File: src/rtl/snake_input_ctrl.sv
// rtl/snake_input_ctrl.sv - debounced four-button direction input for a snake game
// Presses are filtered, prioritised and queued in pending; dir_o only moves on game_tick.
module snake_input_ctrl #(
    parameter int unsigned DEBOUNCE_CNT = 50000
) (
    input  logic       clk,
    input  logic       reset,
    input  logic       up,
    input  logic       down,
    input  logic       left,
    input  logic       right,
    input  logic       game_tick,
    output logic [1:0] dir_o,
    output logic       dir_changed_o,
    output logic       press_o,
    output logic [3:0] btn_db_o
);

    localparam logic [15:0] LP_LAST = 16'(DEBOUNCE_CNT - 1);

    localparam logic [1:0] DIR_RIGHT = 2'b00;
    localparam logic [1:0] DIR_DOWN  = 2'b01;
    localparam logic [1:0] DIR_LEFT  = 2'b10;
    localparam logic [1:0] DIR_UP    = 2'b11;

    logic [3:0]  w_raw;
    logic [3:0]  r_sync1;
    logic [3:0]  r_sync2;
    logic [3:0]  r_db;
    logic [3:0]  r_db_q;
    logic [15:0] r_cnt [4];
    logic [1:0]  r_pending;
    logic [1:0]  r_dir;

    logic [3:0]  w_rise;
    logic        w_sel_vld;
    logic [1:0]  w_sel;
    logic [1:0]  w_ref;
    logic        w_accept;

    assign w_raw = {up, down, left, right};

    always_ff @(posedge clk or posedge reset) begin
        if (reset) begin
            r_sync1 <= '0;
            r_sync2 <= '0;
        end else begin
            r_sync1 <= w_raw;
            r_sync2 <= r_sync1;
        end
    end

    // A level is accepted only after DEBOUNCE_CNT consecutive mismatching cycles.
    always_ff @(posedge clk or posedge reset) begin
        if (reset) begin
            r_db   <= '0;
            r_db_q <= '0;
            for (int i = 0; i < 4; i++) begin
                r_cnt[i] <= '0;
            end
        end else begin
            r_db_q <= r_db;
            for (int i = 0; i < 4; i++) begin
                if (r_sync2[i] == r_db[i]) begin
                    r_cnt[i] <= '0;
                end else if (r_cnt[i] == LP_LAST) begin
                    r_cnt[i] <= '0;
                    r_db[i]  <= r_sync2[i];
                end else begin
                    r_cnt[i] <= r_cnt[i] + 16'd1;
                end
            end
        end
    end

    assign w_rise = r_db & ~r_db_q;

    always_comb begin
        w_sel_vld = |w_rise;
        w_sel     = DIR_RIGHT;
        if (w_rise[3]) begin
            w_sel = DIR_UP;
        end else if (w_rise[2]) begin
            w_sel = DIR_DOWN;
        end else if (w_rise[1]) begin
            w_sel = DIR_LEFT;
        end
    end

    // On a tick the press is judged against what is about to be committed.
    assign w_ref    = game_tick ? r_pending : r_dir;
    assign w_accept = w_sel_vld && (w_sel != (w_ref ^ 2'b10));

    always_ff @(posedge clk or posedge reset) begin
        if (reset) begin
            r_pending     <= DIR_RIGHT;
            r_dir         <= DIR_RIGHT;
            dir_changed_o <= 1'b0;
            press_o       <= 1'b0;
        end else begin
            press_o       <= w_accept;
            dir_changed_o <= game_tick && (r_pending != r_dir);
            if (w_accept) begin
                r_pending <= w_sel;
            end
            if (game_tick) begin
                r_dir <= r_pending;
            end
        end
    end

    assign dir_o    = r_dir;
    assign btn_db_o = r_db;

endmodule

File: config.mk
export PLATFORM = sky130hd
export DESIGN_NAME = snake_input_ctrl
export DESIGN_NICKNAME = d
export VERILOG_FILES = /design/src/rtl/snake_input_ctrl.sv
export SDC_FILE = /design/constraint.sdc
export NUM_CORES = 1
export LEC_CHECK = 0
export BUFFER_PORTS_ARGS = -buffer_cell sky130_fd_sc_hd__buf_4
export CORE_MARGIN = 5
export CORE_UTILIZATION = 45
export DETAILED_ROUTE_END_ITERATION = 8
export GPL_ROUTABILITY_DRIVEN = 0
export PLACE_DENSITY_LB_ADDON = 0.2
export SLEW_MARGIN = 15
export SYNTH_ARGS = -nofsm -noshare
export SYNTH_HDL_FRONTEND = slang
export SYNTH_SLANG_ARGS = --single-unit
File: constraint.sdc
create_clock -name clk -period 4.7 [get_ports clk]
set_clock_uncertainty 0.2 [all_clocks]
set_input_delay 0.94 -clock clk [delete_from_list [all_inputs] [get_ports clk]]
set_output_delay 0.94 -clock clk [all_outputs]
set_load 0.03 [all_outputs]
==> impl_metrics.toml, run 1 <==
[status]
status = "complete, no violations"

[yosys]
syn_inst = 379
yosysTopAreaCellShare_pct = 54.4
async_reset_ff_share_pct = 100
yosysSeqAreaShare_pct = 54.4
syn_avg_cell_area_um2 = 10.4
yosys_warnings = 0
synth_largest_area_cell = "dfrtp_1"
synth_edf_count = 0
synthTopCellsByArea = "dfrtp_1 54%, xnor2_1 9.1%, nor2_1 6.1%"
ys_types = 36
netlist_area_um2 = 3960
syn-num-nets = 390
yosys_most_used_dff = "dfrtp_1"
ys_seq_elements = 86

[worst_setup_path]
critical_path_class = "reg -> out"
slowest_delay_ns = 0.50
crit_buf_inv = 1
worst_ep_arrival_time_ns = 1.06
required_ns = 3.56
crit_family = "flip-flops"
end_kind = "output port"
critPathLaunchType = "register"
crit_path_top_delay_cell = "dfrtp_1"
worst-path-max-fanout = 6
cp_cell_sequence = "buf_4"

[cells_and_area]
nFillCells = 801
seqCellArea_um2 = 2150
final_layout_size_suffix_gt1_share_pct = 9.41
synthToLayoutAreaGrowth_pct = 10.8
diodes = 0
multiInputGateArea_um2 = 1740
layout.nets = 410

[drt]
drt-met1-wl_um = 3710
vias_per_cell = 5.30
drtIter0Drc = 114
vias = 2714
drt_drc_violations_left = 0
drtPass1Iterations = 4
drt_wl_total_um = 7060
drtAntennaViolNets = 0
detail_route.wl_per_cell_um = 13.8
top_layer = "met4"
met3_length_um = 214
routed-wl-met2_um = 3010

[sta]
worstMarginPinSlew_ns = 0.972
setup_viol = 0
maxClockFrequency_ghz = 0.455
hold_viol_final = 0
fin_crit_ns = 2.20
setup_slack_ns = 2.50
finalSetupTns_ns = 0
rsz0062_at_grt = "false"
fin_crit_sh_pct = 46.8
relSlewSlack_pct = 35.1
fin_hold_ws_ns = 0.148
maxSlewViolCount = 0

[clocking]
clk_pin_slew_ns = 0.08
clk_latency_ns = 0.35
cts_setup_buffers = 0
cts_hold_buf = 0
cts_sinks = 86
cts_repair_resize_count = 0
cts-buffers-inserted = 9
cts_buffer_depth = 2
cts.htree.levels = 3
cts_root_buffer = "clkbuf_8"
cts_tree = "done"

[die]
die_area_um2 = 10800
core_um2 = 8640
dieWidth_um = 104
die_y_um = 104
pin_count = 15
std_cell_rows = 34
initial_utilization_pct = 45.8

[min_path]
hp-class = "reg -> reg"

[job]
maxCapViolations = 0

[place]
dp.final_hpwl_um = 4870
place_ws_ns = 2.33
io_buffers = 14

[pwr]
power.density_nw_per_um2 = 304
peakVddDrop_mv = 0.182
p_total_mw = 1.33
power_leakage_nw = 1.83

[global_route]
grt_max_degree = 60
antenna_found_initial = 0
grt_pass1_wl_um = 12600
grt_pass1_vias = 2665
grt.overflow.total = 0
grt_usage_pct = 14.0
==> Yosys cell counts (all sizes together), types with 5 or more instances <==
library cell / count
nor4: 12
nor4bb: 8
nor3: 13
nand3: 21
inv: 11
dfrtp: 86
a21oi: 8
and3: 12
nand2: 19
nor2: 64
mux2: 5
clkbuf: 5
nand4: 21
xnor2: 41
xor2: 19
==> state kept, by name, indices dropped and copies added, names as in the netlist <==
| register | flops |
|---|---|
| btn_db_o | 4 |
| dir_changed_o | 1 |
| dir_o | 2 |
| press_o | 1 |
| r_cnt | 64 |
| r_db_q | 4 |
| r_pending | 2 |
| r_sync1 | 4 |
| r_sync2 | 4 |
==> worst register-to-register path: cells and delay by family (launching register included) <==
| kind | cells | cell delay [ns] |
|---|---|---|
| AND/OR/NAND/NOR | 4 | 1.02 |
| flip-flops | 1 | 0.39 |
| adder cells (fa/ha/maj) | 1 | 0.21 |
==> layout by cell type (no fill, tap or decap), drive strengths merged, types with 10 or more instances in the layout <==
cell    instances
nor3           13
nand3          21
nor4           12
nor2           64
xor2           19
inv            10
xnor2          41
clkbuf         13
and3           12
dfrtp          86
buf            15
nand2          19
nand4          21
==> per-layer routing <==
| metal | GRT usage (%) | vias up |
|---|---|---|
| li1 | - | 1357 |
| met1 | 20.3 | 1314 |
| met2 | 20.0 | 34 |
| met3 | 3.61 | 9 |
| met4 | 5.55 | 0 |
| met5 | 0 | - |
==> where the power goes <==
part	switching, mW	internal, mW	total [mW]
clock network	0.256	0.275	0.531
logic	0.0291	0.0126	0.0418
registers	0.0100	0.751	0.761
total	0.295	1.04	1.33
==> final timing paths <==
check                             from     endpoint  slack (ns)  depth (start not counted)
setup / recovery           btn_db_o[3]  btn_db_o[3]        2.50                          1
hold / removal              r_sync1[2]   r_sync2[2]        0.15                          0
setup reg to reg             r_cnt[32]    r_cnt[41]        2.76                          5
hold reg to reg             r_sync1[2]   r_sync2[2]        0.15                          0
max in group asynchronous        reset    r_cnt[31]        2.83                          3
min in group asynchronous        reset   r_sync2[3]        0.57                          2
==> area by class of cell <==
type	count	share of cell area [%]
Sequential cell	86	49.1
Inverter	11	0.970
Clock buffer	13	3.62
Multi-Input combinational cell	276	39.7
Clock inverter	3	0.970
Timing Repair Buffer	15	2.57
Tap cell	108	3.08
==> cells by family (layout without fill, tap and decap cells) <==
group                      count (synthesis)  in the layout  share of synthesized area (%)
and+or+nand+nor                          187            187                           24.7
adders and majority gates                  4              4                           1.26
AOI/OAI and AO/OA                         19             19                           3.10
buffers and inverters                     17             42                           1.61
DFF                                       86             86                           54.4
xor gates and xnor gates                  60             60                           13.3
muxes                                      6              6                           1.68
==> per-stage QoR <==
stage                     utilization (%)  area (µm²)  cells
after floorplan                         -        3960    379
after global placement               48.4        4180    496
after detailed placement             48.4        4180    496
after CTS                            50.8        4390    512
after global routing                 50.8        4390    512
final                                50.8        4390    512
No activity file was read; power rests on OpenSTA's default activity.
==> run 2: changes to the inputs <==
ABC_AREA = 1   (was default)
clock period = 2 ns   (was 4.7 ns; I/O delays follow)
==> impl_metrics.toml, run 2 <==
[sta]
fin_crit_ns = 1.72
rsz0062_at_grt = "false"
fin_hold_ws_ns = 0.116
hold_viol_final = 0
maxClockFrequency_ghz = 0.580
finalSetupTns_ns = 0
worstMarginPinSlew_ns = 0.369
maxSlewViolCount = 0
relSlewSlack_pct = 75.2
setup_viol = 0
fin_crit_sh_pct = 86.2

[drt]
detail_route.wl_per_cell_um = 12.3
vias_per_cell = 4.98
drtIter0Drc = 95
drt_drc_violations_left = 0
drtPass1Iterations = 5
vias = 3392
drt_wl_total_um = 8400
drtAntennaViolNets = 0

[worst_setup_path]
r2r_cells = 6
worst_ep_arrival_time_ns = 1.76
critPathLaunchType = "register"
worst-path-max-fanout = 7
reg2reg_to = "r_cnt[24]"
reg2reg_from = "r_cnt[16]"
required_ns = 2.04
critPathLaunch = "r_cnt[16]"
critical_path_class = "reg -> reg"
reg2reg_slack_ns = 0.28
end_kind = "register"

[clocking]
cts_tree = "done"
clk_latency_ns = 0.36
cts_buffer_depth = 2
cts_root_buffer = "clkbuf_8"
cts_sinks = 86
clk_pin_slew_ns = 0.09
cts_repair_resize_count = 0
cts.htree.levels = 3
cts-buffers-inserted = 9

[die]
die_y_um = 107
die_area_um2 = 11500
pin_count = 15
std_cell_rows = 35
core_um2 = 9240
initial_utilization_pct = 46.2
dieWidth_um = 107

[yosys]
netlist_area_um2 = 4270
synth_largest_area_cell = "dfrtp_1"
yosysTopAreaCellShare_pct = 50.4
yosys-top-cells-count = "101 x nor2_1, 87 x nand2_1, 86 x dfrtp_1, 67 x inv_1, 40 x nand3_1"
async_reset_ff_share_pct = 100
yosys_warnings = 0
synthTopCellsByArea = "dfrtp_1 50%, nor2_1 8.9%, nand2_1 7.7%"
syn_inst = 515
syn_avg_cell_area_um2 = 8.29
yosysSeqAreaShare_pct = 50.4
yosysMostFrequentCell = "nor2_1"
syn-num-nets = 526
yosys_most_used_dff = "dfrtp_1"
synth_edf_count = 0
ys_seq_elements = 86
ys_types = 26

[global_route]
grt_pass1_wl_um = 15300
grt_pass1_vias = 3374
antenna_found_initial = 0
grt.overflow.total = 0
grt_usage_pct = 16.3
grt_max_degree = 59

[cells_and_area]
layout_common_cells = "101 x nor2_1, 87 x nand2_1, 86 x dfrtp_1"
diodes = 0
layout.nets = 558
mostFrequentLayoutCell = "nor2_1"
largest_reg_flops = 64
top_register = "r_cnt"
final_layout_size_suffix_gt1_share_pct = 11.1
synthToLayoutAreaGrowth_pct = 14.4

[pwr]
power.density_nw_per_um2 = 709
power_leakage_nw = 2.14
p_total_mw = 3.46
peakVddDrop_mv = 0.372

[min_path]
hold_start = "game_tick"
hp-class = "in -> reg"
hold_end = "dir_changed_o"
hold_depth = 3

[place]
io_buffers = 14
dp.final_hpwl_um = 6080

[status]
status = "complete, no violations"

[job]
maxCapViolations = 0
## run 2: worst max-delay path by stage
stage / end / slack, ns
after floorplan: btn_db_o[0] / 0.41
after global placement: r_cnt[54] / 0.38
after detailed placement: r_cnt[24] / 0.29
after CTS: r_cnt[24] / 0.28
after global routing: r_cnt[24] / 0.17
final: r_cnt[24] / 0.28
## run 2: what timing repair did
action / 4_1_cts / 5_1_grt
buffers inserted: 0 / 0
hold buffers: 5 / 0
hold endpoints to repair: 90 / 0
## run 2: worst max-delay path, stage by stage (launching register included)
cell and delay (ns):
dfrtp_1 0.39, ha_1 0.22, nand3_1 0.24, nor2_1 0.25, nand2_2 0.13, nand2_4 0.12, nor3_1 0.06
## run 2: kinds of logic (layout without fill, tap and decap cells)
kind of cell | Yosys count | after routing | synth area share (%)
AOI/OAI and AO/OA | 20 | 20 | 2.64
xor gates and xnor gates | 25 | 25 | 5.48
adders and majority gates | 4 | 4 | 1.17
buffers and inverters | 71 | 108 | 6.24
DFF | 86 | 86 | 50.4
and+or+nand+nor | 309 | 309 | 34.0
## run 2: layer usage
layer	part of all wire (%)	global-route usage, %	up-vias
li1	-	-	1730
met1	49	22.6	1601
met2	46	26.2	50
met3	2.8	2.22	11
met4	1.7	6.31	0
met5	0	0	-
## run 2: final cells by class
type,count,area (µm²)
fill,852,4360
sequential,86,2150
multi-input combinational,358,1850
inverter,71,270
timing repair buffer,21,195
tap,129,161
clock inverter,7,129
clock buffer,9,124
## run 2: stage by stage
step                      util (%)  area [µm²]  instances  worst slack (ns)
after floorplan                  -        4270        515             0.406
after global placement        49.5        4580        660             0.380
after detailed placement      49.5        4580        660             0.295
after CTS                     52.8        4880        681             0.282
after global routing          52.8        4880        681             0.165
final                         52.8        4880        681             0.276
## run 2: where the power goes
| group | switching (mW) | total [mW] | internal [mW] |
|---|---|---|---|
| combinational | 0.0838 | 0.134 | 0.0497 |
| sequential | 0.0223 | 1.79 | 1.76 |
| clock | 0.690 | 1.54 | 0.852 |
| total | 0.796 | 3.46 | 2.67 |
==> run 3: changes to the inputs <==
PLACE_DENSITY = 0.64   (was default)
PLACE_DENSITY_LB_ADDON = default   (was 0.2)
==> impl_metrics.toml, run 3 (synthesized netlist as in run 2, its figures left out) <==
[status]
status = "complete, no violations"

[worst_setup_path]
critPathLaunchType = "register"
cp_cell_sequence = "ha_1 > nand3_2 > nor2_1 > nand2_1 > nand2_1 > nor3_1"
slowest_delay_ns = 0.42
crit_path_frequent_cell = "nand2_1"
critical_path_class = "reg -> reg"
worst_ep_arrival_time_ns = 1.76
critPathLaunch = "r_cnt[48]"
required_ns = 2.07
crit_path_top_delay_cell = "dfrtp_1"
worst-path-max-fanout = 7
end_kind = "register"
reg2reg_from = "r_cnt[48]"

[drt]
detail_route.wl_per_cell_um = 11.9
drtAntennaViolNets = 0
vias_per_cell = 5.03
drt_wl_total_um = 8150
drtIter0Drc = 130
vias = 3436
drtPass1Iterations = 4
drt_drc_violations_left = 0

[sta]
setup_slack_ns = 0.308
rsz0062_at_grt = "false"
relSlewSlack_pct = 65.4
fin_crit_ns = 1.69
setup_viol = 0
maxSlewViolCount = 0
hold_viol_final = 0
maxClockFrequency_ghz = 0.591
fin_crit_sh_pct = 84.6
worstMarginPinSlew_ns = 0.517
finalSetupTns_ns = 0

[cells_and_area]
nFillCells = 869
fin_util_pct = 52.6
mostFrequentLayoutCell = "nor2_1"
layout.nets = 560
fin_area_um2 = 4860
synthToLayoutAreaGrowth_pct = 13.9
diodes = 0
final_layout_size_suffix_gt1_share_pct = 11.4
largest_reg_flops = 64
layout_common_cells = "101 x nor2_1, 87 x nand2_1, 86 x dfrtp_1"
top_register = "r_cnt"

[min_path]
hp-class = "in -> reg"
hold_start = "game_tick"

[global_route]
antenna_found_initial = 0
grt_pass1_vias = 3269
grt.overflow.total = 0
grt_max_degree = 32
grt_pass1_wl_um = 14600
grt_usage_pct = 15.6

[clocking]
cts_setup_buffers = 0
cts_tree = "done"
cts_sinks = 86
cts_buffer_depth = 2
cts.htree.levels = 3
clk_latency_ns = 0.35
clk_pin_slew_ns = 0.09
cts_root_buffer = "clkbuf_8"
cts-buffers-inserted = 9

[die]
core_um2 = 9240
die_area_um2 = 11500
std_cell_rows = 35
pin_count = 15
dieWidth_um = 107
die_y_um = 107
initial_utilization_pct = 46.2

[place]
io_buffers = 14
place_area_um2 = 4580
dp.final_hpwl_um = 6170
place_ws_ns = 0.323

[job]
maxCapViolations = 0

[pwr]
power.density_nw_per_um2 = 682
p_switching_mw = 0.756
clockPowerShare_pct = 42.1
p_int_mw = 2.56
p_comb_share_pct = 4.0
peakVddDrop_mv = 0.415
switching_share_pct = 22.8
pwr-share-seq_pct = 53.9
power_leakage_nw = 2.13
run 3: final timing paths:
| path | to | slack (ns) | cells after the start |
|---|---|---|---|
| worst max-delay path | r_cnt[51] | 0.31 | 6 |
| min in group asynchronous | r_cnt[3] | 0.44 | 3 |
| worst max register to register | r_cnt[51] | 0.31 | 6 |
| worst min register to register | r_sync2[3] | 0.14 | 0 |
| max in group asynchronous | r_cnt[48] | 0.62 | 4 |
| worst min-delay path | dir_o[0] | 0.12 | 3 |
run 3: area by class of cell:
class / instances / area (µm²) / share of cell area (%)
tap: 129 / 161 / 3.32
clock inverter: 6 / 92.6 / 1.90
sequential: 86 / 2150 / 44.3
clock buffer: 10 / 138 / 2.83
multi-input combinational: 358 / 1850 / 38.0
timing repair buffer: 23 / 198 / 4.07
inverter: 71 / 270 / 5.56
run 3: stage by stage:
step	power [mW]	cells	hold slack (ns)
2_1_floorplan	1.90	515	0.131
3_3_place_gp	1.95	662	0.132
3_5_place_dp	1.95	662	0.135
4_1_cts	3.37	683	0.101
5_1_grt	3.46	683	0.138
6_report	3.32	683	0.124
run 3: layer usage:
layer	GRT usage, %	routed length [µm]	vias up
met5	0	0	-
met1	21.8	4040	1636
met3	2.34	261	11
met2	24.7	3720	60
li1	-	-	1729
met4	5.95	138	0
run 3: power groups by stage:
stage | Clock [mW] | Sequential (mW) | Combinational [mW]
after floorplan | 0 | 1.82 | 0.0847
after global placement | 0 | 1.82 | 0.128
after detailed placement | 0 | 1.82 | 0.129
after CTS | 1.44 | 1.79 | 0.137
after global routing | 1.51 | 1.79 | 0.157
final | 1.40 | 1.79 | 0.132
run 3: timing repair:
item                      in CTS  in global routing
hold endpoints to repair      23                  0
hold buffers                   5                  0
gates resized for setup        0                  0
run 3: worst max-delay path: cells and delay by family, from the launching register on:
kind,cells,cell delay (ns)
fa+ha+maj,1,0.25
flops,1,0.42
simple gates,5,0.75
